$ cat config.mk
export PLATFORM = sky130hd
export DESIGN_NAME = fir_datapath_mc_flat
export DESIGN_NICKNAME = d
export VERILOG_FILES = /design/src/rtl/fir_datapath_mc_if.sv /design/src/rtl/fir_datapath_mc.sv /design/src/flat_wrapper.sv
export SDC_FILE = /design/constraint.sdc
export NUM_CORES = 1
export LEC_CHECK = 0
export BUFFER_PORTS_ARGS = -buffer_cell sky130_fd_sc_hd__buf_2
export CAP_MARGIN = 20
export CORE_MARGIN = 2
export CORE_UTILIZATION = 50
export CTS_CLUSTER_SIZE = 24
export DETAILED_ROUTE_END_ITERATION = 6
export GPL_ROUTABILITY_DRIVEN = 1
export PLACE_DENSITY = 0.7
export SLEW_MARGIN = 20
export SYNTH_ARGS = -nofsm -noshare
export SYNTH_HDL_FRONTEND = slang
export SYNTH_SLANG_ARGS = --single-unit
$ cat constraint.sdc
create_clock -name clk_i -period 9 [get_ports clk_i]
set_input_delay 0 -clock clk_i [delete_from_list [all_inputs] [get_ports clk_i]]
set_output_delay 0 -clock clk_i [all_outputs]
set_load 0.02 [all_outputs]
$ cat src/rtl/fir_datapath_mc_if.sv
// Valid/ready stream bundle: one data word plus byte strobes, with producer (master)
// and consumer (slave) views.
interface fir_datapath_mc_if #(
    parameter int unsigned DATA_WIDTH = 16
);
    localparam int unsigned STRB_WIDTH = (DATA_WIDTH + 7) / 8;

    logic                  valid;
    logic                  ready;
    logic [DATA_WIDTH-1:0] data;
    logic [STRB_WIDTH-1:0] strb;

    modport master (output valid, output data, output strb, input ready);
    modport slave  (input valid, input data, input strb, output ready);
endinterface

$ cat src/rtl/fir_datapath_mc.sv
// Time-interleaved multi-channel direct-form FIR: one shared coefficient set, one delay
// line per channel, runtime tap count, rounding right-shift with saturation, decimation.
module fir_datapath_mc #(
    parameter int unsigned DATA_WIDTH  = 16,
    parameter int unsigned NB_TAPS     = 50,
    parameter int unsigned NB_CHANNELS = 4,
    parameter int unsigned DECIM_WIDTH = 8
) (
    input  logic                            clk_i,
    input  logic                            rst_ni,
    input  logic                            clear_i,
    input  logic [$clog2(NB_TAPS+1)-1:0]    nb_taps_i,
    input  logic [$clog2(2*DATA_WIDTH)-1:0] shift_i,
    input  logic [DECIM_WIDTH-1:0]          decim_i,
    output logic                            coeff_loaded_o,
    fir_datapath_mc_if.slave                x,
    fir_datapath_mc_if.slave                h,
    fir_datapath_mc_if.master               y
);
    localparam int unsigned TW     = $clog2(NB_TAPS + 1);
    localparam int unsigned SW     = $clog2(2 * DATA_WIDTH);
    localparam int unsigned CW     = (NB_CHANNELS > 1) ? $clog2(NB_CHANNELS) : 1;
    localparam int unsigned PW     = 2 * DATA_WIDTH;
    localparam int unsigned AW     = 2 * DATA_WIDTH + $clog2(NB_TAPS);
    localparam int unsigned STRB_W = (DATA_WIDTH + 7) / 8;

    // Output clamp bounds at rounded-accumulator width (one guard bit above AW).
    localparam logic signed [AW:0] SAT_MAX = {{(AW - DATA_WIDTH + 2){1'b0}}, {(DATA_WIDTH - 1){1'b1}}};
    localparam logic signed [AW:0] SAT_MIN = ~SAT_MAX;

    typedef enum logic [0:0] {
        LOAD_H,
        RUN
    } state_e;

    state_e                       state_reg;
    state_e                       state_next;
    logic [TW-1:0]                nb_taps_reg;
    logic [SW-1:0]                shift_reg;
    logic [DECIM_WIDTH-1:0]       decim_reg;
    logic [CW-1:0]                ch_cnt_reg;
    logic [DECIM_WIDTH-1:0]       phase_cnt_reg;
    logic signed [DATA_WIDTH-1:0] line_reg   [NB_CHANNELS][NB_TAPS];
    logic signed [DATA_WIDTH-1:0] line_shift [NB_TAPS];
    logic signed [PW-1:0]         prod_all   [NB_TAPS];
    logic                         s1_valid_reg;
    logic                         s1_out_en_reg;
    logic                         y_valid_reg;
    logic [DATA_WIDTH-1:0]        y_data_reg;

    logic                         enable;
    logic                         x_ready;
    logic                         h_ready;
    logic                         x_hs;
    logic                         h_hs;
    logic signed [AW-1:0]         acc_sum;
    logic signed [AW:0]           acc_rnd;
    logic signed [AW:0]           acc_shr;
    logic [DATA_WIDTH-1:0]        sat_val;

    assign enable  = ~y_valid_reg | y.ready;
    assign x_hs    = x.valid & x_ready;
    assign h_hs    = h.valid & h_ready;
    assign x.ready = x_ready;
    assign h.ready = h_ready;
    assign y.valid = y_valid_reg;
    assign y.data  = y_data_reg;
    assign y.strb  = {STRB_W{y_valid_reg}};

    assign coeff_loaded_o = (state_reg == RUN);

    always_ff @(posedge clk_i or negedge rst_ni) begin
        if (!rst_ni) begin
            state_reg <= LOAD_H;
        end else begin
            state_reg <= state_next;
        end
    end

    // A clear beat is never transferred, so both readies drop while clear_i is high.
    always_comb begin
        state_next = state_reg;
        h_ready    = 1'b0;
        x_ready    = 1'b0;
        if (clear_i) begin
            state_next = LOAD_H;
        end else begin
            case (state_reg)
                LOAD_H: begin
                    h_ready = rst_ni;
                    if (h.valid && rst_ni) begin
                        state_next = RUN;
                    end
                end
                RUN: begin
                    x_ready = enable;
                end
                default: begin
                    state_next = LOAD_H;
                end
            endcase
        end
    end

    // Sampled configuration, normalised once so the datapath never sees illegal values.
    always_ff @(posedge clk_i or negedge rst_ni) begin
        if (!rst_ni) begin
            nb_taps_reg <= '0;
            shift_reg   <= '0;
            decim_reg   <= '0;
        end else if (h_hs) begin
            nb_taps_reg <= (nb_taps_i > TW'(NB_TAPS)) ? TW'(NB_TAPS) : nb_taps_i;
            shift_reg   <= shift_i;
            decim_reg   <= (decim_i == '0) ? DECIM_WIDTH'(1) : decim_i;
        end
    end

    always_ff @(posedge clk_i or negedge rst_ni) begin
        if (!rst_ni) begin
            ch_cnt_reg    <= '0;
            phase_cnt_reg <= '0;
        end else if (clear_i) begin
            ch_cnt_reg    <= '0;
            phase_cnt_reg <= '0;
        end else if (x_hs) begin
            if (ch_cnt_reg == CW'(NB_CHANNELS - 1)) begin
                ch_cnt_reg <= '0;
                if (phase_cnt_reg >= decim_reg - DECIM_WIDTH'(1)) begin
                    phase_cnt_reg <= '0;
                end else begin
                    phase_cnt_reg <= phase_cnt_reg + DECIM_WIDTH'(1);
                end
            end else begin
                ch_cnt_reg <= ch_cnt_reg + CW'(1);
            end
        end
    end

    always_ff @(posedge clk_i or negedge rst_ni) begin
        if (!rst_ni) begin
            for (int c = 0; c < NB_CHANNELS; c++) begin
                for (int k = 0; k < NB_TAPS; k++) begin
                    line_reg[c][k] <= '0;
                end
            end
        end else if (clear_i) begin
            for (int c = 0; c < NB_CHANNELS; c++) begin
                for (int k = 0; k < NB_TAPS; k++) begin
                    line_reg[c][k] <= '0;
                end
            end
        end else if (x_hs) begin
            for (int c = 0; c < NB_CHANNELS; c++) begin
                if (ch_cnt_reg == CW'(c)) begin
                    for (int k = 0; k < NB_TAPS; k++) begin
                        line_reg[c][k] <= line_shift[k];
                    end
                end
            end
        end
    end

    // Per tap: the post-shift view of the active channel's line, the stored coefficient
    // and the stage-1 product register.
    for (genvar gi = 0; gi < NB_TAPS; gi++) begin : g_tap
        logic signed [DATA_WIDTH-1:0] coeff_reg;
        logic signed [PW-1:0]         prod_reg;
        logic                         tap_en;

        if (gi == 0) begin : g_head
            assign line_shift[gi] = x.data;
        end else begin : g_body
            assign line_shift[gi] = line_reg[ch_cnt_reg][gi-1];
        end

        assign tap_en       = (TW'(gi) < nb_taps_reg);
        assign prod_all[gi] = prod_reg;

        always_ff @(posedge clk_i or negedge rst_ni) begin
            if (!rst_ni) begin
                coeff_reg <= '0;
            end else if (h_hs) begin
                coeff_reg <= h.data[gi*DATA_WIDTH +: DATA_WIDTH];
            end
        end

        always_ff @(posedge clk_i or negedge rst_ni) begin
            if (!rst_ni) begin
                prod_reg <= '0;
            end else if (x_hs) begin
                if (tap_en) begin
                    prod_reg <= coeff_reg * line_shift[gi];
                end else begin
                    prod_reg <= '0;
                end
            end
        end
    end

    always_ff @(posedge clk_i or negedge rst_ni) begin
        if (!rst_ni) begin
            s1_valid_reg  <= 1'b0;
            s1_out_en_reg <= 1'b0;
        end else if (clear_i) begin
            s1_valid_reg  <= 1'b0;
            s1_out_en_reg <= 1'b0;
        end else if (enable) begin
            s1_valid_reg <= x_hs;
            if (x_hs) begin
                s1_out_en_reg <= (phase_cnt_reg == '0);
            end
        end
    end

    // Reduction, round-half-up, arithmetic shift, clamp.
    always_comb begin
        acc_sum = '0;
        for (int k = 0; k < NB_TAPS; k++) begin
            acc_sum = acc_sum + AW'(prod_all[k]);
        end
        acc_rnd = (AW+1)'(acc_sum);
        if (shift_reg != '0) begin
            acc_rnd = acc_rnd + $signed((AW+1)'(1) << (shift_reg - SW'(1)));
        end
        acc_shr = acc_rnd >>> shift_reg;
        if (acc_shr > SAT_MAX) begin
            sat_val = {1'b0, {(DATA_WIDTH - 1){1'b1}}};
        end else if (acc_shr < SAT_MIN) begin
            sat_val = {1'b1, {(DATA_WIDTH - 1){1'b0}}};
        end else begin
            sat_val = acc_shr[DATA_WIDTH-1:0];
        end
    end

    always_ff @(posedge clk_i or negedge rst_ni) begin
        if (!rst_ni) begin
            y_valid_reg <= 1'b0;
            y_data_reg  <= '0;
        end else if (clear_i) begin
            y_valid_reg <= 1'b0;
        end else if (enable) begin
            y_valid_reg <= s1_valid_reg & s1_out_en_reg;
            if (s1_valid_reg && s1_out_en_reg) begin
                y_data_reg <= sat_val;
            end
        end
    end
endmodule
$ cat src/flat_wrapper.sv
// flat-port wrapper written by rule: the top's interface ports become plain ports
module fir_datapath_mc_flat 
#(
    parameter int unsigned DATA_WIDTH  = 16,
    parameter int unsigned NB_TAPS     = 50,
    parameter int unsigned NB_CHANNELS = 4,
    parameter int unsigned DECIM_WIDTH = 8
)
  (clk_i, rst_ni, clear_i, nb_taps_i, shift_i, decim_i, coeff_loaded_o, x_valid, x_data, x_strb, x_ready, h_valid, h_data, h_strb, h_ready, y_valid, y_data, y_strb, y_ready);
  fir_datapath_mc_if #(.DATA_WIDTH(DATA_WIDTH)) x_i ();
  fir_datapath_mc_if #(.DATA_WIDTH(DATA_WIDTH)) h_i ();
  fir_datapath_mc_if #(.DATA_WIDTH(DATA_WIDTH)) y_i ();
  input  logic clk_i;
  input  logic rst_ni;
  input  logic clear_i;
  input  logic [$clog2(NB_TAPS+1)-1:0] nb_taps_i;
  input  logic [$clog2(2*DATA_WIDTH)-1:0] shift_i;
  input  logic [DECIM_WIDTH-1:0] decim_i;
  output logic coeff_loaded_o;
  input wire logic [$bits(x_i.valid)-1:0] x_valid;
  input wire logic [$bits(x_i.data)-1:0] x_data;
  input wire logic [$bits(x_i.strb)-1:0] x_strb;
  output wire logic [$bits(x_i.ready)-1:0] x_ready;
  input wire logic [$bits(h_i.valid)-1:0] h_valid;
  input wire logic [$bits(h_i.data)-1:0] h_data;
  input wire logic [$bits(h_i.strb)-1:0] h_strb;
  output wire logic [$bits(h_i.ready)-1:0] h_ready;
  output wire logic [$bits(y_i.valid)-1:0] y_valid;
  output wire logic [$bits(y_i.data)-1:0] y_data;
  output wire logic [$bits(y_i.strb)-1:0] y_strb;
  input wire logic [$bits(y_i.ready)-1:0] y_ready;
  assign x_i.valid = x_valid;
  assign x_i.data = x_data;
  assign x_i.strb = x_strb;
  assign x_ready = x_i.ready;
  assign h_i.valid = h_valid;
  assign h_i.data = h_data;
  assign h_i.strb = h_strb;
  assign h_ready = h_i.ready;
  assign y_valid = y_i.valid;
  assign y_data = y_i.data;
  assign y_strb = y_i.strb;
  assign y_i.ready = y_ready;
  fir_datapath_mc #(.DATA_WIDTH(DATA_WIDTH), .NB_TAPS(NB_TAPS), .NB_CHANNELS(NB_CHANNELS), .DECIM_WIDTH(DECIM_WIDTH)) u_core (.clk_i(clk_i), .rst_ni(rst_ni), .clear_i(clear_i), .nb_taps_i(nb_taps_i), .shift_i(shift_i), .decim_i(decim_i), .coeff_loaded_o(coeff_loaded_o), .x(x_i), .h(h_i), .y(y_i));
endmodule
==> results by group <==
Place
  – Placer congestion estimate: 0.933
  – Number of port buffers: 78
  – Post-DP HPWL: 40600 µm
  – DP Worst Slack: 1.59 ns
  – Post-Place Cells: 2733

STA
  – Worst Max-Slew Pin Slew: 0.917 ns
  – Fmax: 0.133 GHz
  – Unrepaired setup endpoints after global routing: no
  – Min Tclk post-route: 7.49 ns
  – Total Neg Setup Slack: 0 ns
  – Final worst setup slack: 1.51 ns
  – Worst Hold Slack: 0.135 ns
  – Rel. slew slack: 38.6%
  – Final setup viols: 0
  – Hold Violations, Final: 0
  – Max Slew Vio Count: 0
  – Layout Skew: 0.0141 ns
  – Final Cycle Share: 83.2%

Synth
  – Yosys top cell by area: fa_1
  – Register area share after synthesis: 12.4%
  – Yosys cell types: 115
  – Number of synthesized register bits: 97
  – Syn Inst Count: 2232
  – Post-synth top area share: 26.9%
  – Netlist Area Pre-Place: 19600 µm²
  – Syn. warnings: 0
  – Ys async rst share: 100%
  – EDFF count, synth: 0
  – Syn_area_per_cell: 8.78 µm²
  – Ys flop type: dfrtp_1
  – Net Count, Synth: 2683
  – Synth area leaders: fa_1 (27%), dfrtp_1 (12%), ha_1 (8.1%)

Drt
  – Residual DRC: 0
  – Drt pass-1 iters: 6
  – Routed vias/inst: 5.92
  – DRT Wirelength: 51300 µm
  – Antenna Nets Post-Route: 0
  – Drt initial violations: 1493
  – Wire per inst: 18.3 µm
  – Vias: 16535

Run
  – Maxcap violations: 0

Layout
  – Max reg flops: 32
  – Commonest non-fill, non-tap cell in the layout: inv_1
  – Layout area overhead: 6.29%
  – Most frequent cells in the layout: inv_1 (305), nand2_1 (273), fa_1 (263)
  – Share of cells above drive strength 1: 9.93%
  – Nets: 2722
  – # diodes: 0
  – Non-filler cells in the finished layout: 2794

CTS
  – TritonCTS sink count: 97
  – CTS tree: done
  – CTS Buf Count: 9
  – CTS max path bufs: 2
  – Root buf cell: clkbuf_16
  – Clk_lat worst skew: 0.40 ns
  – Clk slew on worst S/H paths: 0.08 ns
  – CTS HTree Levels: 3

Critical path
  – Worst setup SP type: flop
  – Reg2reg path depth: 24
  – CP endpoint kind: flop
  – Critical Path RT: 9.30 ns
  – Crit-path max FO: 17
  – CP Class: reg2reg
  – CP arrival: 7.79 ns

Min path
  – Worst min path class: in2async

Die
  – Core Box Area: 38600 µm²
  – Total die area: 40800 µm²
  – FP Rows: 72
  – IO Pins: 83
  – Die Ht: 202 µm
  – Starting density of the core: 50.7%
  – Die W: 202 µm

GRT
  – First-pass GRT wire length: 84800 µm
  – Vias in the first global route: 16504
  – Gr usage total: 25.8%
  – Total grt overflow: 0
  – Number of antenna violations at the first check in global routing: 0
  – Largest net degree at the start of global routing: 58

Status
  – Outcome: completed
final timing paths:
| path | startpoint | to | slack, ns |
|---|---|---|---|
| setup reg to reg | u_core.g_tap[0].coeff_reg[5] | u_core.g_tap[0].prod_reg[30] | 1.51 |
| hold reg to reg | u_core.nb_taps_reg[5] | u_core.nb_taps_reg[5] | 0.51 |
| hold / removal | rst_ni | u_core.y.data[4] | 0.13 |
| setup / recovery | u_core.g_tap[0].coeff_reg[5] | u_core.g_tap[0].prod_reg[30] | 1.51 |
| max in group asynchronous | rst_ni | u_core.g_tap[0].prod_reg[9] | 7.64 |
| min in group clk_i | x_data[0] | u_core.g_tap[0].prod_reg[0] | 0.14 |
worst max-delay path, stage by stage, from the launching register on:
cell and delay, ns:
dfrtp_1 0.79, nand2_1 0.19, fa_1 0.57, inv_1 0.06, fa_1 0.51, inv_1 0.05
fa_1 0.49, inv_1 0.06, fa_1 0.52, inv_1 0.05, fa_1 0.53, inv_1 0.05
fa_1 0.47, ha_1 0.26, or3_1 0.32, o31ai_1 0.33, o21ai_0 0.27, o2111ai_1 0.34
a31oi_1 0.12, or2_2 0.29, a211o_1 0.32, a21o_1 0.20, a211oi_1 0.25, xor2_1 0.11
o31ai_1 0.21
final cells by class:
class,count,area (µm²)
clock buffers,10,239
clock inverters,6,66.3
fillers,3548,17800
inverters,309,1160
multi-input cells,1713,15300
flip-flops and latches,97,2430
well taps,518,648
repair buffers,141,978
metrics by stage:
stage | instance area [µm²] | util [%]
floorplan | 19600 | -
global placement | 20100 | 51.9
detailed placement | 20100 | 51.9
CTS | 20800 | 53.9
global route | 20800 | 53.9
finish | 20800 | 53.9
cells in the mapped netlist, types with 14 or more instances:
master    number
mux2i_1       31
mux4_2        14
a22o_1        21
xnor2_1       43
o31ai_1       17
fa_1         263
ha_1         127
nand2b_1      35
nor2_1       128
a31oi_1       23
clkbuf_8      14
o211ai_1      14
o21ai_0       79
inv_1        305
nand2_1      273
nor3_1        31
a21oi_1       76
or3_1         15
a211oi_1      31
mux2_2        32
and3_1        17
clkbuf_1      71
a21o_1        22
dfrtp_1       97
and2_1       112
xor2_1        18
nand3_1       47
o21a_1        15
cells by family after synthesis:
| group | synth area share (%) |
|---|---|
| AOI/OAI and AO/OA | 17.0 |
| xor gates and xnor gates | 2.73 |
| adders and majority gates | 35.0 |
| buffers and inverters | 9.52 |
| DFF | 12.4 |
| muxes | 5.11 |
| and+or+nand+nor | 18.2 |
routing by layer:
| metal | vias to the layer above | global-route usage [%] | part of all wire (%) | wire length, µm |
|---|---|---|---|---|
| met5 | - | 0 | 0 | 0 |
| met4 | 0 | 8.04 | 2.2 | 1140 |
| met3 | 81 | 2.60 | 5.7 | 2920 |
| met2 | 554 | 43.7 | 50 | 25400 |
| met1 | 8303 | 35.1 | 43 | 21800 |
| li1 | 7597 | - | - | - |
repair_timing:
action | 4_1_cts | 5_1_grt
hold buffers | 45 | 0
setup buffers | 0 | 0
resized for setup | 0 | 0
hold endpoints to repair | 84 | 0
Power is left out: the tool's default activity adds up to more than one toggle a clock period on the data nets, which glitch-free logic cannot reach.
